**src/rtl/snoop_bus_arbiter.sv**
```systemverilog
// Snooping-bus arbiter for the MSI cache system. It picks one pending cache
// request round-robin, broadcasts it, gathers snoop write-back responses,
// then waits for the owner's write-back or runs a fixed-latency memory
// access, and finally pulses done to the winning cache.
module snoop_bus_arbiter #(
  parameter int NUM_CACHES = 4,
  parameter int ADDR_W     = 8,
  parameter int MEM_LAT    = 2
) (
  input  logic                         clock,
  input  logic                         reset_n,
  input  logic [NUM_CACHES-1:0]        req,
  input  logic [2*NUM_CACHES-1:0]      req_op,
  input  logic [ADDR_W*NUM_CACHES-1:0] req_addr,
  input  logic [NUM_CACHES-1:0]        snoop_wb,
  input  logic                         wb_done,
  output logic [NUM_CACHES-1:0]        grant,
  output logic                         bus_valid,
  output logic [1:0]                   bus_op,
  output logic [ADDR_W-1:0]            bus_addr,
  output logic                         mem_req,
  output logic [NUM_CACHES-1:0]        done
);

  localparam int IDX_W = $clog2(NUM_CACHES);
  localparam int CNT_W = $clog2(MEM_LAT + 1);

  typedef enum logic [2:0] {
    IDLE,
    BROADCAST,
    SNOOP,
    WRITEBACK,
    MEMORY,
    COMPLETE
  } state_t;

  state_t              state_reg, state_next;
  logic [NUM_CACHES-1:0] grant_reg, grant_next;
  logic [1:0]          op_reg, op_next;
  logic [ADDR_W-1:0]   addr_reg, addr_next;
  logic [IDX_W-1:0]    owner_reg, owner_next;
  logic [IDX_W-1:0]    last_reg, last_next;
  logic [CNT_W-1:0]    cnt_reg, cnt_next;

  logic                win_found;
  logic [IDX_W-1:0]    win_idx;
  logic [IDX_W-1:0]    cand_idx;
  logic                snoop_hit;

  // Round-robin search: first requester after the last winner, with wrap.
  always_comb begin
    win_found = 1'b0;
    win_idx   = '0;
    cand_idx  = '0;
    for (int k = 1; k <= NUM_CACHES; k++) begin
      cand_idx = IDX_W'((int'(last_reg) + k) % NUM_CACHES);
      if (!win_found && req[cand_idx]) begin
        win_found = 1'b1;
        win_idx   = cand_idx;
      end
    end
  end

  // A write-back from any other cache aborts the memory access; the owner's own flag is ignored.
  assign snoop_hit = |(snoop_wb & ~grant_reg);

  // Next-state and datapath latch decisions for the bus transaction sequencer.
  always_comb begin
    state_next = state_reg;
    grant_next = grant_reg;
    op_next    = op_reg;
    addr_next  = addr_reg;
    owner_next = owner_reg;
    last_next  = last_reg;
    cnt_next   = cnt_reg;
    case (state_reg)
      IDLE: begin
        if (win_found) begin
          grant_next = NUM_CACHES'(1) << win_idx;
          op_next    = req_op[2*win_idx +: 2];
          addr_next  = req_addr[ADDR_W*win_idx +: ADDR_W];
          owner_next = win_idx;
          state_next = BROADCAST;
        end
      end
      BROADCAST: state_next = SNOOP;
      SNOOP: begin
        if (op_reg[1]) begin
          // Invalidate (and the reserved op) needs no data movement.
          state_next = COMPLETE;
        end else if (snoop_hit) begin
          state_next = WRITEBACK;
        end else begin
          state_next = MEMORY;
          cnt_next   = CNT_W'(MEM_LAT - 1);
        end
      end
      WRITEBACK: begin
        if (wb_done) state_next = COMPLETE;
      end
      MEMORY: begin
        if (cnt_reg == '0) state_next = COMPLETE;
        else               cnt_next   = cnt_reg - 1'b1;
      end
      COMPLETE: begin
        grant_next = '0;
        last_next  = owner_reg;
        state_next = IDLE;
      end
      default: state_next = IDLE;
    endcase
  end

  // State and latched transaction registers; reset puts cache 0 first in line.
  always_ff @(posedge clock or negedge reset_n) begin
    if (!reset_n) begin
      state_reg <= IDLE;
      grant_reg <= '0;
      op_reg    <= '0;
      addr_reg  <= '0;
      owner_reg <= '0;
      last_reg  <= IDX_W'(NUM_CACHES - 1);
      cnt_reg   <= '0;
    end else begin
      state_reg <= state_next;
      grant_reg <= grant_next;
      op_reg    <= op_next;
      addr_reg  <= addr_next;
      owner_reg <= owner_next;
      last_reg  <= last_next;
      cnt_reg   <= cnt_next;
    end
  end

  assign grant     = grant_reg;
  assign bus_op    = op_reg;
  assign bus_addr  = addr_reg;
  assign bus_valid = (state_reg == BROADCAST);
  assign mem_req   = (state_reg == MEMORY);

  // Completion pulse goes only to the current owner.
  generate
    for (genvar gi = 0; gi < NUM_CACHES; gi++) begin : g_done
      assign done[gi] = grant_reg[gi] && (state_reg == COMPLETE);
    end
  endgenerate

endmodule

```
**config.mk**
```make
export PLATFORM = sky130hd
export DESIGN_NAME = snoop_bus_arbiter
export DESIGN_NICKNAME = d
export VERILOG_FILES = /design/src/rtl/snoop_bus_arbiter.sv
export SDC_FILE = /design/constraint.sdc
export NUM_CORES = 1
export LEC_CHECK = 0
export BUFFER_PORTS_ARGS = -buffer_cell sky130_fd_sc_hd__clkbuf_2
export CORE_UTILIZATION = 41
export DETAILED_ROUTE_END_ITERATION = 10
export PLACE_DENSITY = 0.76
export REMOVE_ABC_BUFFERS = 1
export SYNTH_ARGS = -nofsm -noshare
export SYNTH_HDL_FRONTEND = slang
export SYNTH_SLANG_ARGS = --single-unit
```
**constraint.sdc**
```tcl
create_clock -name clock -period 2.1 [get_ports clock]
set_clock_uncertainty 0.05 [all_clocks]
set_input_delay 0.21 -clock clock [delete_from_list [all_inputs] [get_ports clock]]
set_output_delay 0.21 -clock clock [all_outputs]
set_load 0.02 [all_outputs]
```
# After elaboration in Yosys (flattened, before gate mapping)
# Cells that the tools add are included.
# word_totals
reg_bits	23
word_cells	79
input_bits	51
# op_classes
mux	28
n_reduce_logical	19
n_addsub	5
n_eq_ne	11
bitwise_logic	2
shifts	3
n_lt_le_gt_ge	4
# ops
operator	n
$shiftx 32x6->8	1
$mux 3	5
$pmux 3 s5	1
$mux 2	7
$lt 2x3->1 const B	4
$ne 2x2->1 const B	5
$bmux 1 s2	4
$mux 1	8
$pmux 4 s2	1
$shiftx 8x4->2	1
$logic_and 1x1->1	7
$eq 3x2->1 const B	2
$eq 3x3->1 const B	2
$add 2x1->2 const B	2
$add 2x2->2 const B	2
$and 4x4->4	1
$mux 4	1
$not 4->4	1
$pmux 2 s2	1
$reduce_and 2->1	2
$reduce_and 4->1	1
$reduce_bool 2->1	2
$reduce_or 4->1	1
$shl 1x2->4 const A	1
other kinds (7)	9

# Logic depth before layout (Yosys ltp)
# Gate-level depths: netlist of run 1.
# depth
depth_word	16
mapped_depth	6
ltp_nobuf	5

# Least setup slack after synthesis of run 1
# OpenSTA, ideal clock, no wires.
# synth_timing
path_kind	flip-flop to flip-flop
from	register last_reg[0]
to	register addr_reg[5], in the netlist bus_addr[5]
stages_incl_launch_ff	7
t_arrival_ns	1.799
setup_slack_ns	0.118
path_buffers	1
setup_time_ns	0.133
period_less_slack_ns	1.982
cell_sequence	dfstp_2 -> nand2b_1 -> o21ai_0 -> a211oi_4 -> buf_2 -> mux2i_1 -> o221ai_2
# synth_via
elab_chain_len	14
elab_cells_between_ends	28
cone_classes	4 x add/sub; 1 x shift; 16 x mux; 7 x reduce/logical
# synth_lines
item	line_no	source
from (decl)	42	logic [IDX_W-1:0] last_reg, last_next;
from (signal assigned)	122	last_reg <= IDX_W'(NUM_CACHES - 1);
from (signal assigned)	130	last_reg <= last_next;
$add 2x1->2	56	cand_idx = IDX_W'((int'(last_reg) + k) % NUM_CACHES);
$bmux 1 s2	57	if (!win_found && req[cand_idx]) begin
$mux 1 (not written as such)	57	
$mux 1	57	
$logic_not 1->1	57	
$logic_and 1x1->1	57	
$mux 1	57	
$logic_not 1->1	57	
$logic_and 1x1->1	57	
$mux 1	57	
$logic_not 1->1	57	
$logic_and 1x1->1	57	
$mux 2 / $mux 1 (equally long branches)	57	
$shiftx 32x6->8 / $reduce_and 2->1 (equally long branches)	--	
to (signal assigned)	128	addr_reg <= addr_next;
to (decl)	40	logic [ADDR_W-1:0] addr_reg, addr_next;
# Several ways; a longest one is shown, not always the timed one. The select of a mux whose other input is x is not followed.
# A chain may end at the register's enable or synchronous reset.

# Worst setup path in the final report of run 1
# layout_timing
from	register state_reg[1]
to	output done[3]
# layout_via
elab_chain_len	2
# layout_lines
item	line_no	source
from (decl)	37	state_t state_reg, state_next;
from (signal assigned)	125	state_reg <= state_next;
$eq 3x3->1	144	assign done[gi] = grant_reg[gi] && (state_reg == COMPLETE);
$logic_and 1x1->1	144	
to (decl)	22	output logic [NUM_CACHES-1:0] done
# Every way passes these cells.

==> flow_summary.toml, run 1 <==
[worst_setup_path]
cp.arrival_ps = 1710
cp.depth = 5
cp_top_family = "simple AND/OR/NAND/NOR gates"
path_class = "register to output port"
path_cells = "buf_4 -> inv_1 -> and3_1 -> and2_1 -> clkbuf_2"
cp-end-kind = "output port"
critPathLaunchType = "register"
slowest_stage = "dfrtp_1"
crit_path_max_fanout = 10
required_ps = 1840
r2r_cells = 6
critPathMaxStageDelay_ps = 420
cp_num_buf_inv = 3

[final_layout]
postLayoutCellArea_um2 = 1880
largest_reg_flops = 8
area_growth_syn_to_layout_pct = 29.5
antenna_cells = 0
drive_above_1_share_pct = 45.8
stdcell_count = 258
finalNetCount = 265

[power]
power_density_nw_per_um2 = 1350
power.leakage_nw = 0.978
ir_worst_vdd_v = 0.000662
total_power_mw = 2.55

[logic_synthesis]
ys_warn_count = 0
muxShareOfSynthArea_pct = 16.1
ys_seq_area_share_pct = 39.8
async_flop_share_pct = 100
synth_compound_area_share_pct = 20.4
yosys.area_share.xor_xnor_pct = 0
ys_seq_elements = 23
synth_ff_type = "dfrtp_1"
syn_inst = 140
synth_area_per_cell_um2 = 10.4
synthSimpleGateAreaFrac_pct = 16.7
synth_top_family_by_area = "compound AO/OA/AOI/OAI gates"
synth-edff-count = 0
synth_adder_area_share_pct = 0.861
syn_area_um2 = 1450
synth_cell_types = 35

[cts]
clock_sinks = 23
clock-root-buffer = "clkbuf_4"
path_clk_slew_ps = 120
ctsResizeCount = 0
clk-insertion-delay-late_ps = 300
cts_tree = "yes"
cts_buffers = 3
cts_buffer_depth = 2
h-tree-depth = 1

[die]
rows = 21
die_area_um2 = 3790
die_x_um = 61.6
io-pin-count = 71
die_h_um = 61.6
start_util_pct = 43.2
core_area_um2 = 3360

[place]
placed_area_um2 = 1850
io_buffers = 70
dp_hpwl_um = 2610
post-place-cells = 253
place_congestion = 0.767

[sta]
drv_slew = 0
fin_crit_sh_pct = 93.9
fin_tns_setup_ps = 0
min_period_ps = 1970
fin_hold_ws_ps = 52.4
tightest_slew_ps = 567
slew_headroom_pct = 62.2
hold_viol = 0
fmax_mhz = 507
setup_viol = 0
rsz0062_at_grt = "false"

[route]
drt_iter0_markers = 33
route.detailed.wl_per_inst_um = 12.8
drt-vias-per-instance = 5.22
first_pass_iters = 4
drc = 0
routed_wl_um = 3290
drtAntennaViolNets = 0
vias = 1348

[outcome]
status = "finished clean"

[global_routing]
grt_usage_pct = 18.8
grt_overflow_total = 0
first_global_vias = 1184
antenna_found_initial = 0
grt_pass1_wl_um = 5220
grt_max_degree = 24

[min_path]
hp-class = "input pin to register"
hold_path_depth = 2

[run]
drv_cap = 0
## Yosys cell counts, types with 2 or more instances
master	number	area, um2
o21ai_0	3	15.0
dfrtp_1	21	526
buf_2	3	15.0
mux2i_1	20	200
nor4_1	3	18.8
nor3_1	2	10.0
mux2_2	3	33.8
and2_1	4	25.0
nor2_1	5	18.8
buf_6	3	33.8
nand2_1	17	63.8
o221ai_2	9	135
dfstp_2	2	52.6
nor3b_1	2	15.0
inv_1	6	22.5
a2bb2oi_1	2	17.5
a21oi_1	6	30.0
o22ai_1	3	18.8
nand2b_1	8	50.1
clkbuf_1	3	11.3
## cells in the final DEF, fill, tap and decap left out, drive strengths merged
| master | count |
|---|---|
| a211oi | 1 |
| a21oi | 6 |
| a2bb2oi | 2 |
| a311oi | 1 |
| a31oi | 1 |
| and2 | 4 |
| and3 | 1 |
| buf | 7 |
| clkbuf | 74 |
| dfrtp | 21 |
| dfstp | 2 |
| dlygate4sd3 | 1 |
| ha | 1 |
| inv | 6 |
| mux2 | 3 |
| mux2i | 20 |
| nand2 | 17 |
| nand2b | 8 |
| nand3 | 1 |
| nand3b | 1 |
| nor2 | 5 |
| nor3 | 2 |
| nor3b | 2 |
| nor4 | 3 |
| o2111ai | 1 |
| o211a | 1 |
| o21ai | 3 |
| o221ai | 10 |
| o22ai | 3 |
| o32ai | 1 |
| o41ai | 1 |
| or3 | 1 |
| or4 | 1 |
## kinds of logic after synthesis
logic type	count (synthesis)
compound gates	31
fa+ha+maj	1
buf+inv	16
flops	23
mux	23
simple gates	46
## what timing repair did
item	4_1_cts	5_1_grt
hold buffers	1	0
endpoints found under the hold margin	21	0
setup buffers	0	0
## stage by stage
stage               setup WS [ps]  util, %
floorplan                    -261        -
global placement              229     54.9
detailed placement            157     54.9
CTS                           116     56.0
global route                 10.6     56.0
finish                        127     56.0
## layout make-up
type                       count  area (um2)
fill                         336        1480
multi-input combinational    101         786
sequential                    23         578
timing repair buffer          78         413
tap                           46        57.6
clock buffer                   4        26.3
inverter                       6        22.5
## where the power goes
part	leakage [nW]	switching (mW)	total (mW)	internal (mW)
clock network	0.0150	0.124	0.198	0.0741
registers	0.283	0.169	0.844	0.675
logic	0.680	0.842	1.51	0.666
total	0.978	1.13	2.55	1.42
## worst reg2reg max path: cells and delay by family (launching register included)
| kind | cells | cell delay (ps) |
|---|---|---|
| mux | 1 | 290 |
| simple gates | 1 | 110 |
| compound gates | 3 | 530 |
| buf+inv | 1 | 300 |
| flops | 1 | 550 |
## metal layers
metal	part of all wire (%)	wire length [um]	track usage (%)
met1	46	1520	25.4
met3	7.3	240	3.99
met4	1.7	57	7.30
met5	0	0	0
met2	45	1480	29.5
## worst paths after layout
kind / startpoint / endpoint / slack [ps]
setup reg to reg: last_reg[0]$_DFFE_PN1P_ / bus_addr[1]$_DFFE_PN0P_ / 150
min in group asynchronous: reset_n / state_reg[2]$_DFFE_PN0P_ / 360
max in group asynchronous: reset_n / last_reg[0]$_DFFE_PN1P_ / 1250
hold reg to reg: owner_reg[1]$_DFFE_PN0P_ / owner_reg[1]$_DFFE_PN0P_ / 440
setup / recovery: state_reg[1]$_DFFE_PN0P_ / done[3] / 130
hold / removal: wb_done / state_reg[1]$_DFFE_PN0P_ / 50
(Power assumes the default switching activity.)
==> inputs of run 2 (changes only) <==
--- a/config.mk
+++ b/config.mk
@@ -9,7 +9,6 @@
 export CORE_UTILIZATION = 41
 export DETAILED_ROUTE_END_ITERATION = 10
 export PLACE_DENSITY = 0.76
-export REMOVE_ABC_BUFFERS = 1
 export SYNTH_ARGS = -nofsm -noshare
 export SYNTH_HDL_FRONTEND = slang
 export SYNTH_SLANG_ARGS = --single-unit
==> run 2 against run 1 <==
Hold slack improved by 20 ps. Register-to-register slack improved by 50 ps. Cell count fell by 0.78%. Cell area fell by 0.13%. Flip-flop and latch count did not move. First-iteration DRC count rose by 30%. Combinational power fell by 3%. Largest power group unchanged.
==> flow_summary.toml, run 2 (synthesized netlist as in run 1, its figures left out) <==
[cts]
cts_buffer_depth = 2
path_clk_slew_ps = 120
cts_setup_buffers = 0
cts_tree = "yes"
cts_buffers = 3
h-tree-depth = 1
clock_sinks = 23
clk-insertion-delay-late_ps = 310
clock-root-buffer = "clkbuf_4"

[global_routing]
grt_max_degree = 26
antenna_found_initial = 0
use_met2_pct = 26.9
grt_overflow_total = 0
grt-busiest-layer = "met2"
grt_use_met1_pct = 26.5
first_global_vias = 1079
grt_pass1_wl_um = 4890
use_met3_pct = 2.94
grt_usage_pct = 17.9

[power]
switching_share_pct = 44.6
power.leakage_nw = 0.973
ir_worst_vdd_v = 0.000558
pwr-share-clk_pct = 7.8
p_int_mw = 1.41
p_switching_mw = 1.13
combPwrFrac_pct = 58.0
power_density_nw_per_um2 = 1350
seqPwrFrac_pct = 34.1

[worst_setup_path]
worstSetupEndpoint = "bus_addr[7]$_DFFE_PN0P_"
cp-end-kind = "register"
startpoint = "last_reg[0]$_DFFE_PN1P_"
path_class = "register to register"
crit_path_max_fanout = 25
worst_r2r_endpoint = "bus_addr[7]$_DFFE_PN0P_"
required_ps = 2230
cp_num_buf_inv = 1
cp.depth = 6
cp.arrival_ps = 2030
slowest_stage = "dfstp_2"
r2r_cells = 6
path_cells = "nand2b_1 -> o21ai_0 -> a211oi_4 -> buf_12 -> mux2i_1 -> o221ai_2"
cp_top_family = "flip-flops"
regToRegSetupSlack_ps = 200
critPathLaunchType = "register"
critPathMaxStageDelay_ps = 550
timing.rr.start = "last_reg[0]$_DFFE_PN1P_"

[final_layout]
stdcell_count = 256
final_cell_mix = "clkbuf_2 (70), dfrtp_1 (21), mux2i_1 (20)"
largest_reg_flops = 8
drive_above_1_share_pct = 45.2
area_growth_syn_to_layout_pct = 29.3
finalNetCount = 263
postLayoutCellArea_um2 = 1880
nFillCells = 327
seq_area_um2 = 578
multiInputGateArea_um2 = 786
antenna_cells = 0
mostFrequentLayoutCell = "clkbuf_2"

[die]
io-pin-count = 71
die_h_um = 61.6
start_util_pct = 43.2
core_area_um2 = 3360
rows = 21
die_x_um = 61.6
die_area_um2 = 3790

[place]
dp_hpwl_um = 2480
post-place-cells = 251
place_ws_ps = 205
placed_area_um2 = 1840
io_buffers = 70
place_congestion = 0.793

[sta]
slew_headroom_pct = 63.0
setup_viol = 0
drv_slew = 0
tightest_slew_ps = 555
rsz0062_at_grt = "false"
fin_tns_setup_ps = 0
fmax_mhz = 527
fin_crit_sh_pct = 90.3
fin_ws_ps = 203
min_period_ps = 1900
hold_viol = 0

[outcome]
status = "finished clean"

[route]
drtAntennaViolNets = 0
routed_wl_um = 3130
vias = 1307
first_pass_iters = 4
drt-vias-per-instance = 5.11
route.detailed.wl_per_inst_um = 12.2
drt_iter0_markers = 43
drc = 0

[min_path]
hp-class = "input pin to register"

[run]
drv_cap = 0

[logic_synthesis]
synthesis.nets = 192
-- run 2: metal layers --
layer	vias to the layer above	routed length (um)
li1	657	-
met1	585	1530
met2	61	1340
met3	4	221
met4	0	36
met5	-	0
-- run 2: final cells by class --
type,count,area share [%]
tap,46,3.06
inverter,6,1.20
clock buffer,4,1.40
timing repair buffer,76,21.8
multi-input combinational,101,41.8
sequential,23,30.7
-- run 2: how the worst min path moves through the flow --
stage                 start                       end  slack [ps]  cells past startpoint
floorplan           reset_n   bus_addr[0]$_DFFE_PN0P_        -140                      0
global placement    reset_n    cnt_reg[1]$_DFFE_PN0P_         180                      1
detailed placement  reset_n    cnt_reg[1]$_DFFE_PN0P_         180                      1
CTS                 wb_done  state_reg[1]$_DFFE_PN0P_          70                      2
global route        wb_done  state_reg[1]$_DFFE_PN0P_          70                      2
finish              wb_done  state_reg[1]$_DFFE_PN0P_          70                      2
-- run 2: repair_timing --
action	in CTS	in global routing
hold buffers	1	0
resized for setup	0	0
setup endpoints to repair	0	0
endpoints found under the hold margin	21	0
-- run 2: through the flow --
step	total power [mW]	utilization, %	hold WS (ps)
finish	2.54	55.9	72.7
global route	2.74	55.9	69.1
CTS	2.56	55.9	68.5
detailed placement	2.36	54.8	177
global placement	2.32	54.8	176
floorplan	1.97	-	-136
-- run 2: worst register-to-register path, stage by stage (launching register included) --
cell and delay [ps]:
dfstp_2 550, nand2b_1 120, o21ai_0 140, a211oi_4 300, buf_12 230, mux2i_1 280
o221ai_2 110
-- run 2: power groups by stage --
stage	Sequential (mW)	Clock [mW]	Combinational, mW
2_1_floorplan	0.960	0	1.01
3_3_place_gp	0.872	0	1.45
3_5_place_dp	0.869	0	1.49
4_1_cts	0.866	0.205	1.49
5_1_grt	0.902	0.221	1.62
6_report	0.866	0.198	1.47
